<file path="src/rtl/hammerparrot_print_stat_monitor.sv">
`default_nettype none
// +--------------------------------------------------------------------------+
// | Module   : hammerparrot_print_stat_monitor                               |
// | Purpose  : decodes print_stat snoop tags, times kernels, signals drain   |
// | Revision : 1.0                                                           |
// +--------------------------------------------------------------------------+
module hammerparrot_print_stat_monitor #(
  parameter int data_width_p   = 32,
  parameter int ctr_width_p    = 64,
  parameter int count_width_p  = 16,
  parameter int drain_cycles_p = 64
) (
  input  logic                     clk_i,
  input  logic                     reset_i,
  input  logic                     print_stat_v_i,
  input  logic [data_width_p-1:0]  print_stat_tag_i,
  input  logic [ctr_width_p-1:0]   global_ctr_i,
  output logic                     active_o,
  output logic                     kernel_cycles_v_o,
  output logic [ctr_width_p-1:0]   kernel_cycles_o,
  output logic [3:0]               kernel_id_o,
  output logic [count_width_p-1:0] stat_count_o,
  output logic                     finish_o,
  output logic                     fail_o,
  output logic                     err_o,
  output logic                     done_o
);

  localparam int c_drain_w = (drain_cycles_p > 1) ? $clog2(drain_cycles_p) : 1;
  localparam logic [c_drain_w-1:0] c_drain_last = c_drain_w'(drain_cycles_p - 1);

  localparam logic [1:0] c_op_start  = 2'b00;
  localparam logic [1:0] c_op_end    = 2'b01;
  localparam logic [1:0] c_op_finish = 2'b10;
  localparam logic [1:0] c_op_fail   = 2'b11;

  typedef enum logic [1:0] {
    ST_IDLE  = 2'd0,
    ST_RUN   = 2'd1,
    ST_DRAIN = 2'd2,
    ST_DONE  = 2'd3
  } state_t;

  state_t                   r_state, w_state_next;
  logic [ctr_width_p-1:0]   r_start_ctr, w_start_ctr_next;
  logic [3:0]               r_start_id, w_start_id_next;
  logic [c_drain_w-1:0]     r_drain_cnt, w_drain_cnt_next;
  logic                     r_kcyc_v, w_kcyc_v_next;
  logic [ctr_width_p-1:0]   r_kcyc, w_kcyc_next;
  logic [3:0]               r_kid, w_kid_next;
  logic [count_width_p-1:0] r_count, w_count_next;
  logic                     r_finish, w_finish_next;
  logic                     r_fail, w_fail_next;
  logic                     r_err, w_err_next;
  logic                     r_done, w_done_next;

  logic [1:0] w_op;
  logic [3:0] w_id;
  logic       w_unused_tag_bits;

  assign w_op = print_stat_tag_i[data_width_p-1 -: 2];
  assign w_id = print_stat_tag_i[3:0];
  assign w_unused_tag_bits = ^print_stat_tag_i[data_width_p-3:4];

  always_comb begin
    w_state_next     = r_state;
    w_start_ctr_next = r_start_ctr;
    w_start_id_next  = r_start_id;
    w_drain_cnt_next = r_drain_cnt;
    w_kcyc_v_next    = 1'b0;
    w_kcyc_next      = r_kcyc;
    w_kid_next       = r_kid;
    w_count_next     = r_count;
    w_finish_next    = r_finish;
    w_fail_next      = r_fail;
    w_err_next       = r_err;
    w_done_next      = r_done;

    // DONE is terminal: tags there are neither decoded nor counted
    if (print_stat_v_i && (r_state != ST_DONE) && (r_count != '1)) begin
      w_count_next = r_count + count_width_p'(1);
    end

    unique case (r_state)
      ST_IDLE: begin
        if (print_stat_v_i) begin
          unique case (w_op)
            c_op_start: begin
              w_state_next     = ST_RUN;
              w_start_ctr_next = global_ctr_i;
              w_start_id_next  = w_id;
            end
            c_op_end:    w_err_next = 1'b1;
            c_op_finish: begin
              w_state_next  = ST_DRAIN;
              w_finish_next = 1'b1;
            end
            default: begin
              w_state_next = ST_DRAIN;
              w_fail_next  = 1'b1;
            end
          endcase
        end
      end
      ST_RUN: begin
        if (print_stat_v_i) begin
          unique case (w_op)
            c_op_start: begin
              w_err_next       = 1'b1;
              w_start_ctr_next = global_ctr_i;
              w_start_id_next  = w_id;
            end
            c_op_end: begin
              if (w_id == r_start_id) begin
                w_state_next  = ST_IDLE;
                // modular subtraction keeps the delta right across counter wrap
                w_kcyc_next   = global_ctr_i - r_start_ctr;
                w_kid_next    = w_id;
                w_kcyc_v_next = 1'b1;
              end else begin
                w_err_next = 1'b1;
              end
            end
            c_op_finish: begin
              w_state_next  = ST_DRAIN;
              w_finish_next = 1'b1;
              w_err_next    = 1'b1;
            end
            default: begin
              w_state_next = ST_DRAIN;
              w_fail_next  = 1'b1;
              w_err_next   = 1'b1;
            end
          endcase
        end
      end
      ST_DRAIN: begin
        if (print_stat_v_i && (w_op == c_op_fail)) begin
          w_fail_next = 1'b1;
        end
        if (r_drain_cnt == c_drain_last) begin
          w_state_next = ST_DONE;
          w_done_next  = 1'b1;
        end else begin
          w_drain_cnt_next = r_drain_cnt + c_drain_w'(1);
        end
      end
      default: begin
      end
    endcase
  end

  always_ff @(posedge clk_i) begin
    if (reset_i) begin
      r_state     <= ST_IDLE;
      r_start_ctr <= '0;
      r_start_id  <= '0;
      r_drain_cnt <= '0;
      r_kcyc_v    <= 1'b0;
      r_kcyc      <= '0;
      r_kid       <= '0;
      r_count     <= '0;
      r_finish    <= 1'b0;
      r_fail      <= 1'b0;
      r_err       <= 1'b0;
      r_done      <= 1'b0;
    end else begin
      r_state     <= w_state_next;
      r_start_ctr <= w_start_ctr_next;
      r_start_id  <= w_start_id_next;
      r_drain_cnt <= w_drain_cnt_next;
      r_kcyc_v    <= w_kcyc_v_next;
      r_kcyc      <= w_kcyc_next;
      r_kid       <= w_kid_next;
      r_count     <= w_count_next;
      r_finish    <= w_finish_next;
      r_fail      <= w_fail_next;
      r_err       <= w_err_next;
      r_done      <= w_done_next;
    end
  end

  assign active_o          = (r_state == ST_RUN);
  assign kernel_cycles_v_o = r_kcyc_v;
  assign kernel_cycles_o   = r_kcyc;
  assign kernel_id_o       = r_kid;
  assign stat_count_o      = r_count;
  assign finish_o          = r_finish;
  assign fail_o            = r_fail;
  assign err_o             = r_err;
  assign done_o            = r_done;

endmodule
`default_nettype wire
</file>
<file path="config.mk">
export PLATFORM = sky130hd
export DESIGN_NAME = hammerparrot_print_stat_monitor
export DESIGN_NICKNAME = d
export VERILOG_FILES = /design/src/rtl/hammerparrot_print_stat_monitor.sv
export SDC_FILE = /design/constraint.sdc
export NUM_CORES = 1
export LEC_CHECK = 0
export BUFFER_PORTS_ARGS = -buffer_cell sky130_fd_sc_hd__buf_2
export CAP_MARGIN = 20
export CORE_UTILIZATION = 36
export DETAILED_ROUTE_END_ITERATION = 16
export PLACE_DENSITY = 0.55
export SETUP_SLACK_MARGIN = 0.2
export SLEW_MARGIN = 15
export SYNTH_ARGS = -nofsm -noshare
export SYNTH_HDL_FRONTEND = slang
export SYNTH_SLANG_ARGS = --single-unit
</file>
<file path="constraint.sdc">
create_clock -name clk_i -period 3.5 [get_ports clk_i]
set_clock_uncertainty 0.15 [all_clocks]
set_input_delay 0.525 -clock clk_i [delete_from_list [all_inputs] [get_ports clk_i]]
set_output_delay 0.525 -clock clk_i [all_outputs]
set_load 0.005 [all_outputs]
</file>
[After elaboration in Yosys (flattened, before gate mapping)]
Index checks and enable logic that the tools add are counted.
Widths: inputs -> output; s select.
Word-level totals
  bits in registers: 165
  word-level logic and storage cells: 76
Cells by class
  bitwise operators: 4
  mux-type cells: 18
  add/sub/neg operators: 3
  reductions and logical operators: 19
  equal/unequal tests: 20
Operators with widths (count)
  $sub 64x64->64: 1
  $ne 2x2->1 const B: 9
  $add 16x1->16 const B: 1
  $ne 16x16->1 const B: 1
  $mux 1: 9
  $mux 2: 4
  $pmux 2 s2: 2
  $reduce_and 4->1: 2
  $reduce_and 7->1: 1
  $add 6x1->6 const B: 1
  $eq 2x2->1 const B: 3
  $eq 6x6->1 const B: 1
  $ne 3x3->1 const B: 2
  $pmux 2 s3: 1
  $reduce_and 3->1: 2
  $reduce_and 5->1: 1
  $eq 2x1->1 const B: 2
  $eq 4x4->1: 1
  $logic_not 2->1: 2
  $not 1->1: 4
  $pmux 1 s2: 2
  $reduce_and 2->1: 2
  $reduce_bool 2->1: 2
  $reduce_or 4->1: 1
  other kinds (5): 7

[Longest topological paths before layout]
Gate-level depths: netlist of the first run.
  word-level depth: 5
  depth in mapped cells: 12
  gate-level depth less buffers: 12

[Least setup slack after synthesis of the first run]
Ideal clock, no wire load.
  path kind: input -> register
  start: input port global_ctr_i[0]
  end: register r_kcyc[60] (netlist: kernel_cycles_o[60])
  data required time: 3233 ps
  path buffers: 0
  data arrival time: 3129 ps
  setup time: 117 ps
  stages on the path: 12
  setup slack: 104 ps
  cell sequence: inv_1 ha_1 fa_1 nand2b_1 a21oi_2 o2111ai_1 a31o_1 a2111o_1 a21boi_2 o2111ai_1 a21o_1 a32o_1
Between the ends
  longest elaborated chain between the ends: 1
RTL lines
  from (decl): line 17  | input logic [ctr_width_p-1:0] global_ctr_i,
  $sub 64x64->64: line 117  | w_kcyc_next = global_ctr_i - r_start_ctr;
  to (signal assigned): line 173  | r_kcyc <= w_kcyc_next;
  to (decl): line 49  | logic [ctr_width_p-1:0] r_kcyc, w_kcyc_next;
Every way passes these cells.
A chain may end at the register's enable or synchronous reset.

[Worst setup path after layout of the first run]
  start: register r_start_ctr[0]
  end: register r_kcyc[60] (netlist: kernel_cycles_o[60])
Between the ends
  longest elaborated chain between the ends: 1
RTL lines
  from (decl): line 45  | logic [ctr_width_p-1:0] r_start_ctr, w_start_ctr_next;
  from (signal assigned): line 169  | r_start_ctr <= w_start_ctr_next;
  $sub 64x64->64: line 117
Every way passes these cells.

==> run_results.csv, run 1 <==
group,metric,value,unit
global_routing,grt_max_degree,69,
route,drt-pass1-iter-count,5,
clock_network,root_buffer,"clkbuf_16",
yosys,yosysWarnings,0,
worst_setup_path,cp_top_family,"compound AO/OA/AOI/OAI gates",
yosys,synth_fp_nets,1546,
sta,finalHoldViolations,0,
sta,min_period,3.20,ns
floorplan,start_util,36.7,%
final_layout,fin_util,45.6,%
route,drc_errors,0,
worst_setup_path,path_class,"register to register",
final_layout,finalNetCount,1748,
power,irDropWorstVdd,0.266,mV
floorplan,die_x,170,um
global_routing,grt_antenna_before_repair,0,
sta,setup_viol_count_final,0,
global_routing,grt_usage,20.9,%
yosys,synth-async-reset-ratio,0,%
clock_network,cts_tree,"done",
route,vias,10200,
worst_setup_path,crit_required,3.68,ns
worst_setup_path,worstPathBufferInverterCount,0,
route,wl_per_cell,15.3,um
sta,setup_tns,0,ns
yosys,synth_seq_cells,165,
worst_setup_path,slowest_stage,"a2111o_1",
floorplan,core.rowCount,61,
sta,final.period_utilization,91.3,%
clock_network,cts.sinks,165,
sta,hold_ws,0.182,ns
final_layout,drive_gt1_share,20.5,%
route,drt-total-wl,30.1,mm
worst_setup_path,start_kind,"register",
clock_network,cts_buffers,17,
yosys,synth.distinct_cells,71,
sta,tightest_slew,0.715,ns
global_routing,grt_pass1_wl,48.5,mm
sta,fmax,313,MHz
power,pwr_density_cell,432,nW/um^2
final_layout,antenna_cells,0,
route,initialDrtViolationCount,570,
yosys,avgSynthCellArea,7.39,sq um
placed_design,dpl_cell_area,11900,sq um
yosys,synthCells,1377,
worst_setup_path,cp_cell_sequence,"ha_2, fa_2, nand2b_4, a21oi_4, o2111ai_2, a31o_1, a2111o_1, a21boi_4, o2111ai_2, a21o_1, a32o_1",
yosys,synth_edf_count,0,
clock_network,clk_pin_slew,0.08,ns
placed_design,dp_hpwl,22.4,mm
clock_network,clkLatencyLatePin,0.44,ns
yosys,post-synth-top-area-fraction,32.4,%
floorplan,die_h,170,um
power,p_leak,5.11,nW
run_status,status,"completed",
run,maxCapViolCount,0,
worst_setup_path,critPathMaxStageDelay,0.44,ns
global_routing,grt_pass1_vias,9592,
yosys,yosysSeqAreaShare,32.4,%
hold_path,hold_class,"primary input to register",
worst_setup_path,cp-end-kind,"register",
yosys,synthTopCellsByArea,"dfxtp_1 32%, nand2_1 11%, a21oi_1 9.7%",
sta,max-slew-margin-rel,52.3,%
worst_setup_path,critPathMaxFanout,4,
floorplan,io_pins,189,
final_layout,syn2layout_area_growth,24.3,%
sta,rsz0062_at_grt,"yes",
route,ant_nets,0,
sta,slew_viol_final,0,
floorplan,design.core.area,27800,sq um
floorplan,fp.dieArea,29000,sq um
placed_design,place_congestion,0.893,
worst_setup_path,arrival,3.38,ns
route,via_per_inst,5.18,
placed_design,portBuffers,162,
clock_network,clockBufferDepth,2,
final_layout,fin_area,12700,sq um
worst_setup_path,r2r_slack,0.30,ns
global_routing,grt-ovfl-total,0,
yosys,synth_top_area_cell,"dfxtp_1",
yosys,syn-cell-area,10200,sq um
yosys,synth-main-ff-cell,"dfxtp_1",
worst_setup_path,cp_common_cell,"o2111ai_2",
clock_network,h-tree-depth,4,
-- sequential cells by signal, summed over array words and instances (netlist names) --
name,flops
err_o,1
r_start_ctr,64
r_state,2
done_o,1
kernel_cycles_o,64
r_drain_cnt,6
kernel_cycles_v_o,1
fail_o,1
stat_count_o,16
kernel_id_o,4
r_start_id,4
finish_o,1
-- metrics by stage --
| stage | setup slack (ns) | std cells | total power [W] |
|---|---|---|---|
| final | 0.303 | 1970 | 0.00547 |
| after global routing | 0.161 | 1970 | 0.00580 |
| after CTS | 0.194 | 1967 | 0.00550 |
| after detailed placement | -0.208 | 1934 | 0.00356 |
| after global placement | -0.197 | 1934 | 0.00355 |
| after floorplan | 0.216 | 1377 | 0.00307 |
-- worst reg2reg max path, stage by stage, from the launching register on --
cell and delay [ns]:
dfxtp_2 0.33, ha_2 0.18, fa_2 0.34, nand2b_4 0.16, a21oi_4 0.20, o2111ai_2 0.18, a31o_1 0.24, a2111o_1 0.44
a21boi_4 0.27, o2111ai_2 0.19, a21o_1 0.19, a32o_1 0.24
-- cells in the final DEF, fill, tap and decap left out, types with 5 or more instances in the layout --
cell       count
nand2b_1       5
nand3_1       32
xor2_1        33
a21oi_2        6
clkbuf_16     17
o21ai_0       45
or3_1         12
buf_2        161
nand2_1      284
and4_1         5
ha_1          65
o21bai_1      22
o21a_1         8
and3_1        18
inv_1         88
a211oi_1       5
and2_1        10
o31ai_1        5
a21oi_1      194
nand4_1       27
a31oi_1       12
inv_8          7
nor2_1        77
o21ai_1        6
nor4_1         5
buf_4         87
nor3_1        18
xnor2_1       28
a32o_1         8
dfxtp_1      164
o211ai_1      11
a21o_1        30
-- report_power, final --
group	leakage (nW)	internal, W	switching, W
Clock	0.277	0.000960	0.000948
Sequential	1.33	0.00196	0.0000547
Combinational	3.50	0.000642	0.000903
Total	5.11	0.00356	0.00190
-- routing by layer --
| layer | wire length [um] | global-route usage [%] | up-vias |
|---|---|---|---|
| met1 | 14900 | 29.3 | 4780 |
| met5 | 0 | 0 | - |
| met4 | 423 | 5.29 | 0 |
| met3 | 1110 | 3.00 | 25 |
| li1 | - | - | 5199 |
| met2 | 13600 | 33.6 | 210 |
-- worst paths after layout --
check	from	endpoint	cells after the start
max	r_start_ctr[0]	kernel_cycles_o[60]	11
min	global_ctr_i[55]	r_start_ctr[55]	3
max reg2reg	r_start_ctr[0]	kernel_cycles_o[60]	11
min reg2reg	kernel_cycles_o[24]	kernel_cycles_o[24]	2
-- layout make-up --
class | instances | area (sq um)
repair buffers | 251 | 1520
multi-input cells | 1056 | 6440
clock buffers | 17 | 425
inverters | 88 | 330
flip-flops and latches | 165 | 3300
fillers | 2937 | 15100
well taps | 378 | 473
clock inverters | 15 | 166
-- kinds of logic (layout without fill, tap and decap cells) --
kind of cell    Yosys count  count (layout)  synth area share, %
flops                   165             165                 32.4
buf+inv                 156             371                 5.96
compound gates          400             400                 24.4
xor+xnor                 61              61                 5.25
simple gates            521             521                 22.8
mux                       4               4                0.406
fa+ha+maj                70              70                 8.68
-- cells in the mapped netlist, types with 3 or more instances --
cell type,instances
nand3_1,33
a221o_1,4
clkbuf_1,52
o21ai_0,50
a211oi_1,6
and4_1,5
o21a_1,8
or4_1,4
dfxtp_1,165
a32o_1,8
nor2_1,78
a41oi_1,4
buf_2,10
a21boi_0,4
o211ai_1,11
a21oi_2,5
buf_1,3
or3_1,12
nand2b_1,6
nor4_1,6
and3_1,19
a2111o_1,4
a221oi_1,3
xnor2_1,28
mux2i_1,3
a211o_1,3
a21oi_1,198
ha_1,69
and2_1,10
o31ai_1,5
or2_2,3
o2111ai_1,3
nand4_1,27
nand3b_1,4
xor2_1,33
a21o_1,30
nand2_1,285
o21bai_1,22
inv_1,88
nor3_1,19
a31oi_1,12
-- timing repair --
action | in CTS | in global routing
setup endpoints to repair | 5 | 20
setup buffers | 1 | 3
pin swaps | 6 | 13
hold buffers | 0 | 0
resized for setup | 4 | 25
endpoints found under the hold margin | 0 | 0
(Power assumes the default switching activity.)
==> run 2: changes to the inputs <==
Settings changed: CAP_MARGIN 20 to default, CELL_PAD_IN_SITES_DETAIL_PLACEMENT from default to 0, CELL_PAD_IN_SITES_GLOBAL_PLACEMENT from default to 1, PLACE_DENSITY 0.55 to 0.73.
==> run 2 against run 1 <==
  * Count of clock-buffer cells in the layout unchanged
  * Global-route usage rose by 0.27 points
  * Routed wire length rose by 1.7%
  * Critical endpoint is now kernel_cycles_o[59]
  * Largest cell class unchanged
==> run_results.csv, run 2 (synthesized netlist as in run 1, its figures left out) <==
group,metric,value,unit
clock_network,h-tree-depth,4,
worst_setup_path,critPathMaxFanout,6,
power,switching_share,33.3,%
hold_path,hold_class,"primary input to register",
power,switchingPower,0.00184,W
worst_setup_path,r2r_cells,12,
run,maxCapViolCount,0,
sta,max-slew-margin-rel,44.3,%
route,vias,10200,
final_layout,final_common_cell,"nand2_1",
final_layout,syn2layout_area_growth,25.1,%
route,ant_nets,0,
placed_design,place_congestion,0.848,
floorplan,fp.dieArea,29000,sq um
floorplan,start_util,36.7,%
power,pwr_density_cell,434,nW/um^2
floorplan,die_h,170,um
sta,setup_viol_count_final,0,
worst_setup_path,r2r_slack,0.28,ns
floorplan,die_x,170,um
global_routing,grt_usage,21.2,%
final_layout,layout_common_cells,"283 x nand2_1, 197 x a21oi_1, 165 x dfxtp_1",
worst_setup_path,start_kind,"register",
power,pwr-share-comb,28.4,%
worst_setup_path,startpoint,"r_start_ctr[8]",
final_layout,antenna_cells,0,
power,p_clk_share,35.2,%
final_layout,fillers,2937,
global_routing,grt_pass1_wl,48.9,mm
power,power.share.sequential,36.4,%
worst_setup_path,arrival,3.44,ns
power,p_int,0.00369,W
route,via_per_inst,5.12,
sta,finalHoldViolations,0,
route,wl_per_cell,15.4,um
sta,min_period,3.22,ns
clock_network,root_buffer,"clkbuf_16",
floorplan,core.rowCount,61,
sta,tightest_slew,0.833,ns
worst_setup_path,crit_end,"kernel_cycles_o[59]",
clock_network,cts_tree,"done",
global_routing,grt_max_degree,69,
placed_design,portBuffers,162,
clock_network,clk_pin_slew,0.08,ns
placed_design,dp_hpwl,22.9,mm
sta,fmax,311,MHz
route,drt-total-wl,30.6,mm
worst_setup_path,worstReg2RegEnd,"kernel_cycles_o[59]",
run_status,status,"completed",
worst_setup_path,crit_required,3.72,ns
clock_network,clockBufferDepth,2,
sta,final.period_utilization,91.9,%
final_layout,fin_util,45.9,%
sta,rsz0062_at_grt,"yes",
power,power,0.00553,W
worst_setup_path,cp-end-kind,"register",
final_layout,drive_gt1_share,21.3,%
power,p_leak,5.19,nW
global_routing,grt_pass1_vias,9517,
power,irDropWorstVdd,0.284,mV
clock_network,cts_buffers,17,
global_routing,grt_antenna_before_repair,0,
floorplan,design.core.area,27800,sq um
sta,slew_viol_final,0,
worst_setup_path,path_class,"register to register",
route,drt-pass1-iter-count,5,
clock_network,cts.sinks,165,
clock_network,clkLatencyLatePin,0.44,ns
global_routing,grt-ovfl-total,0,
route,initialDrtViolationCount,564,
clock_network,hold_buffers,0,
route,drc_errors,0,
final_layout,finalNetCount,1764,
worst_setup_path,r2r-start,"r_start_ctr[8]",
floorplan,io_pins,189,
-- run 2: cell count changes in the layout (fill, tap and decap cells not counted), moves of 2 or more --
cell | previous run | this run
inv_8 | 7 | 2
buf_12 | 3 | 0
buf_4 | 87 | 104
bufinv_16 | 0 | 2
a21oi_1 | 194 | 197
o21ai_0 | 45 | 48
inv_6 | 0 | 6
o21ai_1 | 6 | 2
buf_6 | 0 | 2
a21oi_2 | 6 | 3
clkinvlp_4 | 4 | 2
clkinv_8 | 3 | 0
-- run 2: area by class of cell --
class / count / area (sq um) / share of cell area, %
clock buffers: 17 / 425 / 3.34
clock inverters: 14 / 164 / 1.29
inverters: 88 / 330 / 2.59
multi-input cells: 1056 / 6430 / 50.5
flip-flops and latches: 165 / 3300 / 25.9
well taps: 378 / 473 / 3.71
repair buffers: 267 / 1610 / 12.6
-- run 2: worst min path at each step --
stage | startpoint | to | slack, ns | cells after the start
finish | global_ctr_i[59] | r_start_ctr[59] | 0.18 | 3
global route | global_ctr_i[18] | r_start_ctr[18] | 0.18 | 3
CTS | global_ctr_i[31] | r_start_ctr[31] | 0.16 | 3
detailed placement | fail_o | fail_o | 0.29 | 2
global placement | fail_o | fail_o | 0.28 | 2
floorplan | r_start_ctr[10] | r_start_ctr[10] | 0.29 | 2
-- run 2: critical path, cell delays in order, from the launching register on --
cell	delay [ns]
dfxtp_1	0.33
inv_1	0.04
ha_1	0.35
nand2_2	0.12
o21a_1	0.23
o21ai_2	0.15
a2111oi_2	0.07
buf_4	0.15
o31a_2	0.32
o31ai_4	0.43
a2111oi_2	0.16
or4_1	0.53
nand3_1	0.10
-- run 2: through the flow --
step | area, sq um | worst slack [ns] | hold slack, ns | TNS [ns] | cells
2_1_floorplan | 10200 | 0.216 | 0.286 | 0 | 1377
3_3_place_gp | 12000 | -0.192 | 0.284 | -0.984 | 1949
3_5_place_dp | 12000 | -0.208 | 0.289 | -1.14 | 1949
4_1_cts | 12600 | 0.185 | 0.159 | 0 | 1980
5_1_grt | 12700 | 0.153 | 0.178 | 0 | 1985
6_report | 12700 | 0.284 | 0.181 | 0 | 1985
-- run 2: metal layers --
| layer | wire, um | track usage (%) | vias up |
|---|---|---|---|
| li1 | - | - | 5235 |
| met1 | 15200 | 29.4 | 4702 |
| met2 | 13800 | 33.9 | 199 |
| met3 | 1130 | 3.09 | 24 |
| met4 | 462 | 6.15 | 0 |
| met5 | 0 | 0 | - |
-- run 2: power groups by stage --
| stage | Sequential [W] | Clock (W) | Combinational [W] |
|---|---|---|---|
| 6_report | 0.00202 | 0.00195 | 0.00157 |
| 2_1_floorplan | 0.00205 | 0 | 0.00102 |
| 5_1_grt | 0.00203 | 0.00208 | 0.00175 |
| 3_3_place_gp | 0.00206 | 0 | 0.00151 |
| 3_5_place_dp | 0.00206 | 0 | 0.00152 |
| 4_1_cts | 0.00202 | 0.00201 | 0.00153 |
-- run 2: timing repair --
item                                    4_1_cts  5_1_grt
resized for setup                             3       27
hold endpoints to repair                      0        0
setup buffers                                 0        5
endpoints found under the setup margin        5       21
pin swaps                                     1       17
